===== src/rtl/fetch_unit.sv =====
// Instruction fetch stage with IF/ID register, one-deep skid buffer
// and redirect kill handling for a single outstanding imem request.
module fetch_unit #(
    parameter int                  PC_WIDTH    = 32,
    parameter int                  INSTR_WIDTH = 32,
    parameter logic [PC_WIDTH-1:0] RESET_PC    = '0,
    parameter int                  PC_STEP     = 1,
    parameter logic [7:0]          BUBBLE_CODE = 8'hFF
) (
    input  logic                   clk,
    input  logic                   rst,
    output logic                   imem_req,
    output logic [PC_WIDTH-1:0]    imem_addr,
    input  logic                   imem_ack,
    input  logic [INSTR_WIDTH-1:0] imem_rdata,
    input  logic                   stall,
    input  logic                   redirect_valid,
    input  logic [PC_WIDTH-1:0]    redirect_pc,
    output logic                   id_valid,
    output logic [INSTR_WIDTH-1:0] id_instr,
    output logic [PC_WIDTH-1:0]    id_pc,
    output logic [4:0]             OPcode,
    output logic [2:0]             ALUop
);

    typedef enum logic [1:0] {
        S_IDLE,
        S_FETCH,
        S_FULL
    } state_t;

    state_t                 state_q, state_d;
    logic [PC_WIDTH-1:0]    pc_q, pc_d;
    logic [PC_WIDTH-1:0]    addr_q, addr_d;
    logic                   kill_q, kill_d;
    logic [INSTR_WIDTH-1:0] skid_instr_q, skid_instr_d;
    logic [PC_WIDTH-1:0]    skid_pc_q, skid_pc_d;
    logic                   id_valid_q, id_valid_d;
    logic [INSTR_WIDTH-1:0] id_instr_q, id_instr_d;
    logic [PC_WIDTH-1:0]    id_pc_q, id_pc_d;

    logic                   accept;
    logic [PC_WIDTH-1:0]    addr_next;

    assign accept    = !id_valid_q || !stall;
    assign addr_next = addr_q + PC_WIDTH'(PC_STEP);

    always_ff @(posedge clk) begin
        if (rst) begin
            state_q      <= S_IDLE;
            pc_q         <= RESET_PC;
            addr_q       <= '0;
            kill_q       <= 1'b0;
            skid_instr_q <= '0;
            skid_pc_q    <= '0;
            id_valid_q   <= 1'b0;
            id_instr_q   <= '0;
            id_pc_q      <= '0;
        end else begin
            state_q      <= state_d;
            pc_q         <= pc_d;
            addr_q       <= addr_d;
            kill_q       <= kill_d;
            skid_instr_q <= skid_instr_d;
            skid_pc_q    <= skid_pc_d;
            id_valid_q   <= id_valid_d;
            id_instr_q   <= id_instr_d;
            id_pc_q      <= id_pc_d;
        end
    end

    always_comb begin
        state_d      = state_q;
        pc_d         = pc_q;
        addr_d       = addr_q;
        kill_d       = kill_q;
        skid_instr_d = skid_instr_q;
        skid_pc_d    = skid_pc_q;
        id_valid_d   = id_valid_q;
        id_instr_d   = id_instr_q;
        id_pc_d      = id_pc_q;

        // Decode consumed the word; a fill below may replace it.
        if (accept) begin
            id_valid_d = 1'b0;
        end

        unique case (state_q)
            S_IDLE: begin
                state_d = S_FETCH;
                addr_d  = pc_q;
                if (redirect_valid) begin
                    pc_d   = redirect_pc;
                    addr_d = redirect_pc;
                end
            end

            S_FETCH: begin
                if (imem_ack) begin
                    if (kill_q || redirect_valid) begin
                        kill_d = 1'b0;
                        if (redirect_valid) begin
                            pc_d   = redirect_pc;
                            addr_d = redirect_pc;
                        end else begin
                            addr_d = pc_q;
                        end
                    end else if (accept) begin
                        id_valid_d = 1'b1;
                        id_instr_d = imem_rdata;
                        id_pc_d    = addr_q;
                        pc_d       = addr_next;
                        addr_d     = addr_next;
                    end else begin
                        skid_instr_d = imem_rdata;
                        skid_pc_d    = addr_q;
                        pc_d         = addr_next;
                        addr_d       = addr_next;
                        state_d      = S_FULL;
                    end
                end else if (redirect_valid) begin
                    // Request must stay stable until acked; drop it then.
                    kill_d = 1'b1;
                    pc_d   = redirect_pc;
                end
            end

            S_FULL: begin
                if (redirect_valid) begin
                    state_d = S_FETCH;
                    pc_d    = redirect_pc;
                    addr_d  = redirect_pc;
                end else if (accept) begin
                    id_valid_d = 1'b1;
                    id_instr_d = skid_instr_q;
                    id_pc_d    = skid_pc_q;
                    state_d    = S_FETCH;
                    addr_d     = pc_q;
                end
            end

            default: begin
                state_d = S_IDLE;
            end
        endcase

        if (redirect_valid) begin
            id_valid_d = 1'b0;
        end
    end

    assign imem_req  = (state_q == S_FETCH);
    assign imem_addr = addr_q;
    assign id_valid  = id_valid_q;
    assign id_instr  = id_instr_q;
    assign id_pc     = id_pc_q;
    assign OPcode    = id_valid_q ? id_instr_q[31:27] : BUBBLE_CODE[7:3];
    assign ALUop     = id_valid_q ? id_instr_q[26:24] : BUBBLE_CODE[2:0];

endmodule

===== config.mk =====
export PLATFORM = sky130hd
export DESIGN_NAME = fetch_unit
export DESIGN_NICKNAME = d
export VERILOG_FILES = /design/src/rtl/fetch_unit.sv
export SDC_FILE = /design/constraint.sdc
export NUM_CORES = 1
export LEC_CHECK = 0
export ABC_AREA = 1
export CAP_MARGIN = 40
export CORE_MARGIN = 2
export CORE_UTILIZATION = 32
export DETAILED_ROUTE_END_ITERATION = 10
export GPL_TIMING_DRIVEN = 0
export SETUP_SLACK_MARGIN = 0.1
export SYNTH_ARGS = -nofsm -noshare
export SYNTH_HDL_FRONTEND = slang
export SYNTH_SLANG_ARGS = --single-unit
export TNS_END_PERCENT = 10

===== constraint.sdc =====
create_clock -name clk -period 4.1 [get_ports clk]
set_clock_uncertainty 0.1 [all_clocks]
set_input_delay 0.615 -clock clk [delete_from_list [all_inputs] [get_ports clk]]
set_output_delay 0.615 -clock clk [all_outputs]
set_load 0.05 [all_outputs]

# == After elaboration in Yosys (flattened, before gate mapping) ==
# Index checks and enable logic that the tools add are counted.
# totals
mem_count,0
elab_cells,74
mem_bits_ro,0
ff_bits,196
latchBits,0
mem_bits_rw,0
inputBits,69
out_inout_bits,106
# op_classes
n_bitwise,2
eq_ne,10
n_mul,0
div,0
n_mux,36
add_sub_neg,1
order_cmp,0
shifts,0
reduce_logical,16
# ops
cell,n
2-to-1 mux 32 bit,16
case mux 32 bit (2 select lines),3
case mux 32 bit (3 select lines),1
adder 32 x 1 -> 32 bit (second input constant),1
2-to-1 mux 2 bit,5
inequality test 2 bit (second input constant),4
AND reduction 4 bit,2
2-to-1 mux 1 bit,7
inequality test 2 x 1 -> 1 bit (second input constant),3
case mux 2 bit (3 select lines),1
AND reduction 3 bit,2
AND reduction 6 bit,1
nonzero test 2 bit,3
2-to-1 mux 5 bit,1
OR reduction 2 bit,2
2-to-1 mux 3 bit,1
inequality test 3 bit (second input constant),1
nonzero test 3 bit,1
equality test 2 x 1 -> 1 bit (second input constant),1
equality test 2 bit (second input constant),1
logical NOT 1 bit,2
logical NOT 2 bit,1
logical OR 1 bit,2
NOT 1 bit,2
case mux 1 bit (2 select lines),1

# == Depth between registers and ports, before layout ==
# Gate-level depths: netlist of the first run.
# logic_depth
depth_word,7
ltp_mapped,13
depth_no_buf,12

# == Worst setup path before layout of the first run ==
# No wires, ideal clock.
# synth_timing
kind,flip-flop to flip-flop
from,register state_q[1]
to,"register id_instr_q[0], in the netlist id_instr[0]"
setup_slack_ns,1.856
stages_incl_launch_ff,14
arrival_time_ns,2.070
synth_period_minus_slack_ns,2.244
path_buffers,3
path_cell_list,dfxtp_1 -> inv_1 -> ha_1 -> buf_2 -> inv_4 -> nor2_2 -> nand2_1 -> o31ai_2 -> nand2_2 -> inv_2 -> buf_6 -> buf_6 -> o21ai_1 -> a31oi_1
# synth_between
elab_chain_cells,3
word_cells_on_any_way,10
cone_classes,eq/ne (7); mux (1); reduce/logical (2)
# synth_lines
item,line,source
start: declaration,32,"state_t state_q, state_d;"
start signal: assignment,60,state_q <= state_d;
equality test 2 x 1 -> 1 bit *,n/a,
named net imem_req,12,"output logic imem_req,"
inequality test 2 x 1 -> 1 bit (no line) (tied with other cells),n/a,
AND reduction 6 bit (no line),n/a,
end signal: assignment,67,id_instr_q <= id_instr_d;
end: declaration,39,"logic [INSTR_WIDTH-1:0] id_instr_q, id_instr_d;"
# Mark *: on every way through the listed nets, which the timed path passes. The rest lies on a longest branch.
# A chain may end at the register's enable or synchronous reset.

# == Final worst setup path of the first run ==
# layout_timing
from,"register addr_q[28], in the netlist imem_addr[28]"
to,output imem_addr[28]
# layout_lines
item,line,source
start: declaration,34,"logic [PC_WIDTH-1:0] addr_q, addr_d;"
start signal: assignment,62,addr_q <= addr_d;
end: declaration,13,"output logic [PC_WIDTH-1:0] imem_addr,"
# No word-level cell between the ends.

==> impl_metrics.env, run 1 <==
export IMPL_clockBufferDepth=2
export IMPL_synth_area_top_cells="dfxtp_1, nand2_1, a21oi_1"
export IMPL_worstSetupEndpointType="primary output"
export IMPL_ys_seq_area_frac=0.398
export IMPL_postCtsSetupRepairBufs=0
export IMPL_grt_max_degree=21
export IMPL_placed_cell_area_mm2=0.0121
export IMPL_io_pins=175
export IMPL_grt_pass1_wl_mm=52.8
export IMPL_finalCritPeriodShare=0.651
export IMPL_drtIter0Drc=861
export IMPL_synth_cell_area_mm2=0.00986
export IMPL_wl_per_cell_um=16.2
export IMPL_path_buf_inv=1
export IMPL_path_clk_slew_ps=80
export IMPL_wirelength_mm=33.4
export IMPL_setup_viol=0
export IMPL_rsz0062_at_grt="false"
export IMPL_ys_ff_latch=196
export IMPL_clk_latency_ps=440
export IMPL_start_kind="flip-flop"
export IMPL_synth_cell_types=38
export IMPL_fin_cells=2064
export IMPL_syn_nets=1540
export IMPL_fp_dieH_um=180
export IMPL_max_stage_delay_ps=900
export IMPL_cts_sinks=196
export IMPL_slew_headroom=0.546
export IMPL_hold_violations=0
export IMPL_drive_gt1_frac=0.0635
export IMPL_grtUsageTotal=0.204
export IMPL_detail_route_antenna_nets=0
export IMPL_initial_core_util=0.324
export IMPL_worst_slew_pin_slew_ps=681
export IMPL_peakVddDrop_v=0.000281
export IMPL_crit_arrival_ps=1950
export IMPL_gp_congestion=0.886
export IMPL_cts_root_buffer="clkbuf_16"
export IMPL_status="finished, final reports clean"
export IMPL_max_clock_freq_ghz=0.375
export IMPL_rows=64
export IMPL_synth_top_area_cell="dfxtp_1"
export IMPL_report_final_slew_viol_count=0
export IMPL_synthCells=1464
export IMPL_cp_cell_sequence="clkdlybuf4s50_1"
export IMPL_synth_top_area_frac=0.398
export IMPL_cp_slowest_cell="clkdlybuf4s50_1"
export IMPL_critPathRequiredTime_ps=3380
export IMPL_cts_tree="built"
export IMPL_firstDrtPassIters=6
export IMPL_die_area_mm2=0.0322
export IMPL_p_leak_nw=4.78
export IMPL_drv_cap=0
export IMPL_worstSetupPathType="reg2out"
export IMPL_ys_warn_count=0
export IMPL_worstPathMaxFanout=8
export IMPL_fin_nets=1731
export IMPL_async_reset_ff_frac=0
export IMPL_antenna_cells=0
export IMPL_drc_errors=0
export IMPL_ctsHoldBuffers=0
export IMPL_dp_hpwl_mm=25.4
export IMPL_vias=10200
export IMPL_fin_area_mm2=0.0127
export IMPL_critPathTopFamily="buffers and inverters"
export IMPL_area_growth_pct=28.9
export IMPL_ctsResizeCount=0
export IMPL_fp_dieW_um=180
export IMPL_min_period_ps=2670
export IMPL_antenna_found_initial=0
export IMPL_core_area_mm2=0.0304
export IMPL_synth_edff_count=0
export IMPL_vias_per_cell=4.93
export IMPL_first_global_vias=9549
export IMPL_h_tree_depth=4
export IMPL_avgSynthCellArea_um2=6.74
export IMPL_tns_ps=0
export IMPL_portBuffers=172
export IMPL_dp_cells=2032
export IMPL_synth_top_flop_cell="dfxtp_1"
export IMPL_powerDensity_mw_per_mm2=751
export IMPL_min_path_type="reg2reg"
export IMPL_globalRouteOverflowTotal=0
export IMPL_cts_made_buffers=17
[metrics by stage]
step	worst slack [ps]	utilization	power (mW)	hold WS (ps)
finish	1430	0.418	9.55	346
global route	1340	0.418	10.1	365
detailed placement	1380	0.397	7.77	336
global placement	1370	0.397	7.73	332
floorplan	1860	-	6.05	324
CTS	1430	0.418	9.57	348
[cells in the final DEF (no fill, tap or decap), types with 8 or more instances in the layout]
cell | Yosys | layout
buf_2 | 25 | 25
or2_2 | 9 | 9
nor2_1 | 66 | 66
mux2i_1 | 11 | 11
o21ai_1 | 32 | 32
a31oi_1 | 66 | 66
nand3_1 | 47 | 47
buf_6 | 8 | 8
clkbuf_16 | 0 | 17
inv_1 | 117 | 117
nand2_1 | 407 | 407
a21oi_1 | 179 | 179
o21ai_0 | 165 | 165
clkbuf_1 | 67 | 67
clkdlybuf4s50_1 | 0 | 172
dfxtp_1 | 196 | 196
[layout make-up]
cell class	count	area (µm²)
sequential	196	3920
timing repair buffer	172	1720
multi-input combinational	1041	4990
clock inverter	15	208
tap	396	495
clock buffer	17	425
inverter	125	472
fill	3232	17700
buffer	102	474
[worst register-to-register path: cells and delay by family, from the launching register on]
| family | cells | cell delay, ps |
|---|---|---|
| buf+inv | 4 | 910 |
| simple gates | 4 | 650 |
| flops | 1 | 420 |
| fa+ha+maj | 1 | 300 |
| compound gates | 1 | 160 |
[synth_stat cells, types with 2 or more instances]
cell,n
nor2_1,66
a31oi_1,66
dfxtp_1,196
nor2_2,7
clkbuf_1,67
a21oi_1,179
o21ai_0,165
a221oi_1,3
clkinv_1,2
o211ai_1,3
xor2_1,3
nor2_4,6
nand3_1,47
mux2i_1,11
nand2_4,3
nand3b_1,3
or2_2,9
buf_2,25
o21ai_1,32
o21a_1,5
buf_1,2
inv_2,5
or2_0,2
nor3_1,3
nand2_1,407
nand2_2,5
buf_6,8
and2_1,2
inv_1,117
ha_1,7
[state kept, by name (all words and copies together) (netlist names)]
register	cells
id_instr	32
id_pc	32
imem_addr	32
pc_q	32
skid_instr_q	32
skid_pc_q	32
state_q	2
id_valid	1
kill_q	1
[cells by family after synthesis]
| family | synth area share |
|---|---|
| DFF | 0.398 |
| buffers and inverters | 0.0959 |
| AOI/OAI and AO/OA | 0.244 |
| adders and majority gates | 0.00888 |
| muxes | 0.0112 |
| and+or+nand+nor | 0.240 |
| xor gates and xnor gates | 0.00267 |
[worst paths after layout]
| path | start | end | slack, ps | depth (start not counted) |
|---|---|---|---|---|
| worst max-delay path | imem_addr[28] | imem_addr[28] | 1430 | 1 |
| worst min-delay path | skid_pc_q[26] | skid_pc_q[26] | 350 | 2 |
| worst max register to register | state_q[0] | imem_addr[22] | 1460 | 10 |
| worst min register to register | skid_pc_q[26] | skid_pc_q[26] | 350 | 2 |
[metal layers]
metal | global-route usage | up-vias | wire, µm
met5 | 0 | - | 0
met4 | 0.0533 | 0 | 605
met3 | 0.0326 | 32 | 1680
met2 | 0.340 | 321 | 15500
met1 | 0.274 | 4609 | 15600
li1 | - | 5216 | -
[power breakdown]
group	total (mW)	switching, mW	internal, mW
Clock	1.80	0.859	0.942
Combinational	4.76	3.25	1.51
Sequential	2.99	0.550	2.44
Total	9.55	4.66	4.89
Power figures use the tool's default switching activity.
==> run 2, diff against run 1 <==
- clock period: 4.1 -> 2.2 ns (I/O delays scaled with it)
==> run 2 against run 1 <==
Net effect:
- clock power up 74%
- die area did not move
- worst hold slack got worse by 130 ps
- critical path type unchanged
- critical endpoint is now id_pc[8]
- largest cell class unchanged
==> impl_metrics.env, run 2 (synthesis gave the netlist of run 1 again) <==
export IMPL_rsz0062_at_grt="true"
export IMPL_cts_tree="built"
export IMPL_worstSetupEndpointType="primary output"
export IMPL_antenna_cells=0
export IMPL_max_stage_delay_ps=870
export IMPL_min_period_ps=2080
export IMPL_grt_max_degree=21
export IMPL_drc_errors=0
export IMPL_vias=10300
export IMPL_worstSetupPathType="reg2out"
export IMPL_io_pins=175
export IMPL_drive_gt1_frac=0.0854
export IMPL_gp_congestion=0.876
export IMPL_h_tree_depth=4
export IMPL_antenna_found_initial=0
export IMPL_area_growth_pct=30.1
export IMPL_critPathTopFamily="buffers and inverters"
export IMPL_cts_root_buffer="clkbuf_16"
export IMPL_fin_cells=2070
export IMPL_cp_cell_sequence="clkdlybuf4s50_1"
export IMPL_cp_slowest_cell="clkdlybuf4s50_1"
export IMPL_fp_dieW_um=180
export IMPL_worstPathMaxFanout=2
export IMPL_fp_dieH_um=180
export IMPL_drv_cap=0
export IMPL_max_clock_freq_ghz=0.481
export IMPL_dp_hpwl_mm=25.3
export IMPL_fin_area_mm2=0.0128
export IMPL_final_hold_worst_slack_ps=220
export IMPL_clockBufferDepth=2
export IMPL_rows=64
export IMPL_grt_pass1_wl_mm=52.6
export IMPL_die_area_mm2=0.0322
export IMPL_peakVddDrop_v=0.000552
export IMPL_powerDensity_mw_per_mm2=1380
export IMPL_crit_arrival_ps=1650
export IMPL_grtUsageTotal=0.202
export IMPL_layout_commonest_cell="nand2_1"
export IMPL_slew_headroom=0.578
export IMPL_start_kind="flip-flop"
export IMPL_hold_violations=0
export IMPL_status="finished, final reports clean"
export IMPL_tns_ps=0
export IMPL_vias_per_cell=4.99
export IMPL_drtIter0Drc=902
export IMPL_wl_per_cell_um=16.2
export IMPL_first_global_vias=9444
export IMPL_detail_route_antenna_nets=0
export IMPL_worst_slew_pin_slew_ps=633
export IMPL_clk_latency_ps=440
export IMPL_layout_common_cells="nand2_1, dfxtp_1, a21oi_1"
export IMPL_min_path_type="in2reg"
export IMPL_globalRouteOverflowTotal=0
export IMPL_finalCritPeriodShare=0.945
export IMPL_initial_core_util=0.324
export IMPL_wirelength_mm=33.6
export IMPL_cts_sinks=196
export IMPL_core_area_mm2=0.0304
export IMPL_placed_cell_area_mm2=0.0121
export IMPL_path_buf_inv=1
export IMPL_path_clk_slew_ps=80
export IMPL_dp_cells=2032
export IMPL_setup_viol=0
export IMPL_firstDrtPassIters=5
export IMPL_report_final_slew_viol_count=0
export IMPL_p_leak_nw=4.97
export IMPL_critPathRequiredTime_ps=1770
export IMPL_cts_made_buffers=17
export IMPL_fin_nets=1737
export IMPL_portBuffers=172
## run 2: cell types whose count changed in the layout (fill, tap and decap cells not counted), moves of 4 or more
cell / before / now
buf_4: 0 / 16
buf_2: 25 / 13
clkbuf_1: 67 / 50
dlygate4sd2_1: 0 / 40
clkdlybuf4s50_1: 172 / 132
dfxtp_1: 196 / 190
dfxtp_2: 0 / 4
clkbuf_2: 0 / 15
## run 2: worst paths after layout
check	slack, ps	cells past startpoint	from	to
max	120	1	id_pc[8]	id_pc[8]
min	220	4	redirect_valid	state_q[1]
max reg2reg	150	11	state_q[1]	imem_addr[9]
min reg2reg	350	2	skid_instr_q[13]	skid_instr_q[13]
## run 2: power by group
group,internal (mW),switching (mW),total (mW)
registers,4.56,1.01,5.56
logic,2.88,6.17,9.04
clock network,1.52,1.61,3.13
## run 2: repair_timing
action | CTS | global route
buffers inserted | 3 | 3
gates resized for setup | 79 | 28
hold buffers | 0 | 0
setup endpoints to repair | 233 | 176
pin swaps | 2 | 3
gates cloned | 0 | 0
## run 2: worst register-to-register path, stage by stage (launching register included)
cell and delay [ps]:
dfxtp_4 370, buf_4 140, ha_4 180, inv_2 120
buf_8 170, nor3_4 70, nor3_4 180, buf_12 150
inv_2 50, buf_4 170, a21oi_2 140, o21a_1 150
## run 2: through the flow
stage	setup WS [ps]	total power, mW	utilization
floorplan	59.7	11.3	-
global placement	-376	14.4	0.397
detailed placement	-385	14.5	0.397
CTS	87.5	17.6	0.419
global route	35.8	18.7	0.422
finish	121	17.7	0.422
## run 2: layout make-up
type                       count  area, µm²
buffer                       102        558
clock buffer                  17        425
clock inverter                15        165
fill                        3246      17600
inverter                     125        474
multi-input combinational   1041       5050
sequential                   196       3940
tap                          396        495
timing repair buffer         178       1730
## run 2: routing by layer
| metal | part of all wire | global-route usage | up-vias |
|---|---|---|---|
| met3 | 0.050 | 0.0259 | 38 |
| met1 | 0.47 | 0.282 | 4689 |
| met2 | 0.46 | 0.329 | 349 |
| li1 | - | - | 5243 |
| met5 | 0 | 0 | - |
| met4 | 0.021 | 0.0556 | 0 |
==> run 3, diff against run 2 <==
- CELL_PAD_IN_SITES_DETAIL_PLACEMENT: not set -> 1
- CELL_PAD_IN_SITES_GLOBAL_PLACEMENT: not set -> 2
- CORE_UTILIZATION: 32 -> 26
- PLACE_DENSITY_LB_ADDON: not set -> 0.1
==> run 3 against run 2 <==
Net effect:
- die area increased by 23%
- core utilization decreased by 7.1 points
- register-to-register slack improved by 30 ps
- sequential power increased by 2%
- non-clock buffer count increased by 5
- flip-flop and latch count unchanged
- global-route usage increased by 0.80 points
- combinational power increased by 4.4%
- critical endpoint is now id_pc[5]
==> impl_metrics.env, run 3 (synthesis gave the netlist of run 1 again) <==
export IMPL_antenna_cells=0
export IMPL_r2r_slack_ps=180
export IMPL_seq_power_share=0.308
export IMPL_die_area_mm2=0.0395
export IMPL_layout_commonest_cell="nand2_1"
export IMPL_min_period_ps=2070
export IMPL_h_tree_depth=4
export IMPL_placed_cell_area_mm2=0.0122
export IMPL_powerDensity_mw_per_mm2=1400
export IMPL_cts_root_buffer="clkbuf_16"
export IMPL_min_path_type="in2reg"
export IMPL_dp_cells=2147
export IMPL_antenna_found_initial=0
export IMPL_wirelength_mm=41.0
export IMPL_cp_startpoint="id_pc[5]"
export IMPL_globalRouteOverflowTotal=0
export IMPL_drv_cap=0
export IMPL_max_stage_delay_ps=850
export IMPL_hold_violations=0
export IMPL_path_buf_inv=1
export IMPL_report_final_slew_viol_count=0
export IMPL_critPathTopFamily="buffers and inverters"
export IMPL_p_int_mw=9.31
export IMPL_netSwitchingFraction=0.495
export IMPL_detail_route_antenna_nets=0
export IMPL_setup_viol=0
export IMPL_critPathCapture="id_pc[5]"
export IMPL_fp_dieW_um=199
export IMPL_drc_errors=0
export IMPL_layout_common_cells="nand2_1, a21oi_1, dfxtp_1"
export IMPL_worstSetupPathType="reg2out"
export IMPL_switching_power_mw=9.13
export IMPL_finalCritPeriodShare=0.943
export IMPL_grt_pass1_wl_mm=62.8
export IMPL_portBuffers=172
export IMPL_critPathRequiredTime_ps=1770
export IMPL_start_kind="flip-flop"
export IMPL_dp_hpwl_mm=31.0
export IMPL_rsz0062_at_grt="true"
export IMPL_gp_congestion=0.794
export IMPL_core_area_mm2=0.0375
export IMPL_cts_tree="built"
export IMPL_area_growth_pct=33.5
export IMPL_wl_per_cell_um=18.7
export IMPL_fp_dieH_um=199
export IMPL_wl_met1_mm=20.1
export IMPL_initial_core_util=0.263
export IMPL_hold_path_depth=4
export IMPL_p_leak_nw=5.07
export IMPL_r2r_cells=11
export IMPL_fill_cells=4744
export IMPL_worstPathMaxFanout=2
export IMPL_top_layer="met4"
export IMPL_fin_nets=1742
export IMPL_cp_slowest_cell="clkdlybuf4s50_1"
export IMPL_wl_met2_mm=19.2
export IMPL_max_clock_freq_ghz=0.482
export IMPL_slew_headroom=0.472
export IMPL_crit_arrival_ps=1640
export IMPL_drive_gt1_frac=0.106
export IMPL_peakVddDrop_v=0.000579
export IMPL_fin_area_mm2=0.0132
export IMPL_rows=71
export IMPL_grtUsageTotal=0.210
export IMPL_ctsHoldBuffers=0
export IMPL_r2r_start="state_q[1]"
export IMPL_pwr_share_comb=0.512
export IMPL_fin_cells=2190
export IMPL_wl_met3_um=967
export IMPL_firstDrtPassIters=5
export IMPL_cp_cell_sequence="clkdlybuf4s50_1"
export IMPL_io_pins=175
export IMPL_clockBufferDepth=2
export IMPL_clk_latency_ps=450
export IMPL_cp_depth=1
export IMPL_worstSetupEndpointType="primary output"
export IMPL_cts_sinks=196
export IMPL_fin_total_pwr_mw=18.4
export IMPL_path_clk_slew_ps=80
export IMPL_tns_ps=0
export IMPL_first_global_vias=10400
export IMPL_drtIter0Drc=364
export IMPL_cts_made_buffers=17
export IMPL_vias=10300
export IMPL_grt_max_degree=19
export IMPL_rr_endpoint="imem_addr[4]"
export IMPL_worst_slew_pin_slew_ps=791
export IMPL_status="finished, final reports clean"
export IMPL_pwr_share_clk=0.180
export IMPL_vias_per_cell=4.69
[run 3: cell types whose count changed in the layout (fill, tap and decap cells not counted), moves of 5 or more]
| cell | before | now |
|---|---|---|
| clkdlybuf4s50_1 | 132 | 120 |
| dfxtp_2 | 4 | 16 |
| dlygate4sd2_1 | 40 | 46 |
| clkdlybuf4s15_2 | 0 | 5 |
| dfxtp_1 | 190 | 175 |
[run 3: how the worst min path moves through the flow]
stage | start | to | slack [ps]
2_1_floorplan | skid_pc_q[31] | skid_pc_q[31] | 320
3_3_place_gp | skid_pc_q[30] | skid_pc_q[30] | 330
3_5_place_dp | skid_instr_q[16] | skid_instr_q[16] | 340
4_1_cts | redirect_valid | state_q[1] | 220
5_1_grt | redirect_valid | state_q[1] | 320
6_report | redirect_valid | state_q[1] | 290
[run 3: cell type report]
type                       instances  area (µm²)  area share
multi-input combinational       1041        5080       0.386
sequential                       196        3960       0.301
timing repair buffer             183        1800       0.137
tap                              511         639      0.0486
buffer                           102         599      0.0455
inverter                         125         482      0.0366
clock buffer                      18         429      0.0326
clock inverter                    14         168      0.0127
[run 3: per-stage QoR]
stage	worst slack [ps]	hold WS (ps)	utilization
after floorplan	59.7	324	-
after global placement	-544	333	0.326
after detailed placement	-580	337	0.326
after CTS	43.0	217	0.346
after global routing	14.5	319	0.351
final	126	294	0.351
[run 3: what timing repair did]
action                                  in CTS  in global routing
cloned                                       0                  2
gates resized for setup                    136                 38
endpoints found under the setup margin     246                157
pin swaps                                    4                  4
buffers inserted                             2                  7
[run 3: layer usage]
layer  up-vias  track usage
met4         0       0.0547
met2       159        0.354
met5         -            0
li1       5246            -
met1      4836        0.286
met3        32       0.0239
[run 3: power groups by stage]
stage	Clock [mW]	Sequential (mW)	Combinational (mW)
after floorplan	0	8.05	3.22
after global placement	0	5.71	9.11
after detailed placement	0	5.73	9.17
after CTS	3.44	5.67	9.23
after global routing	3.55	5.84	10.2
final	3.32	5.67	9.44
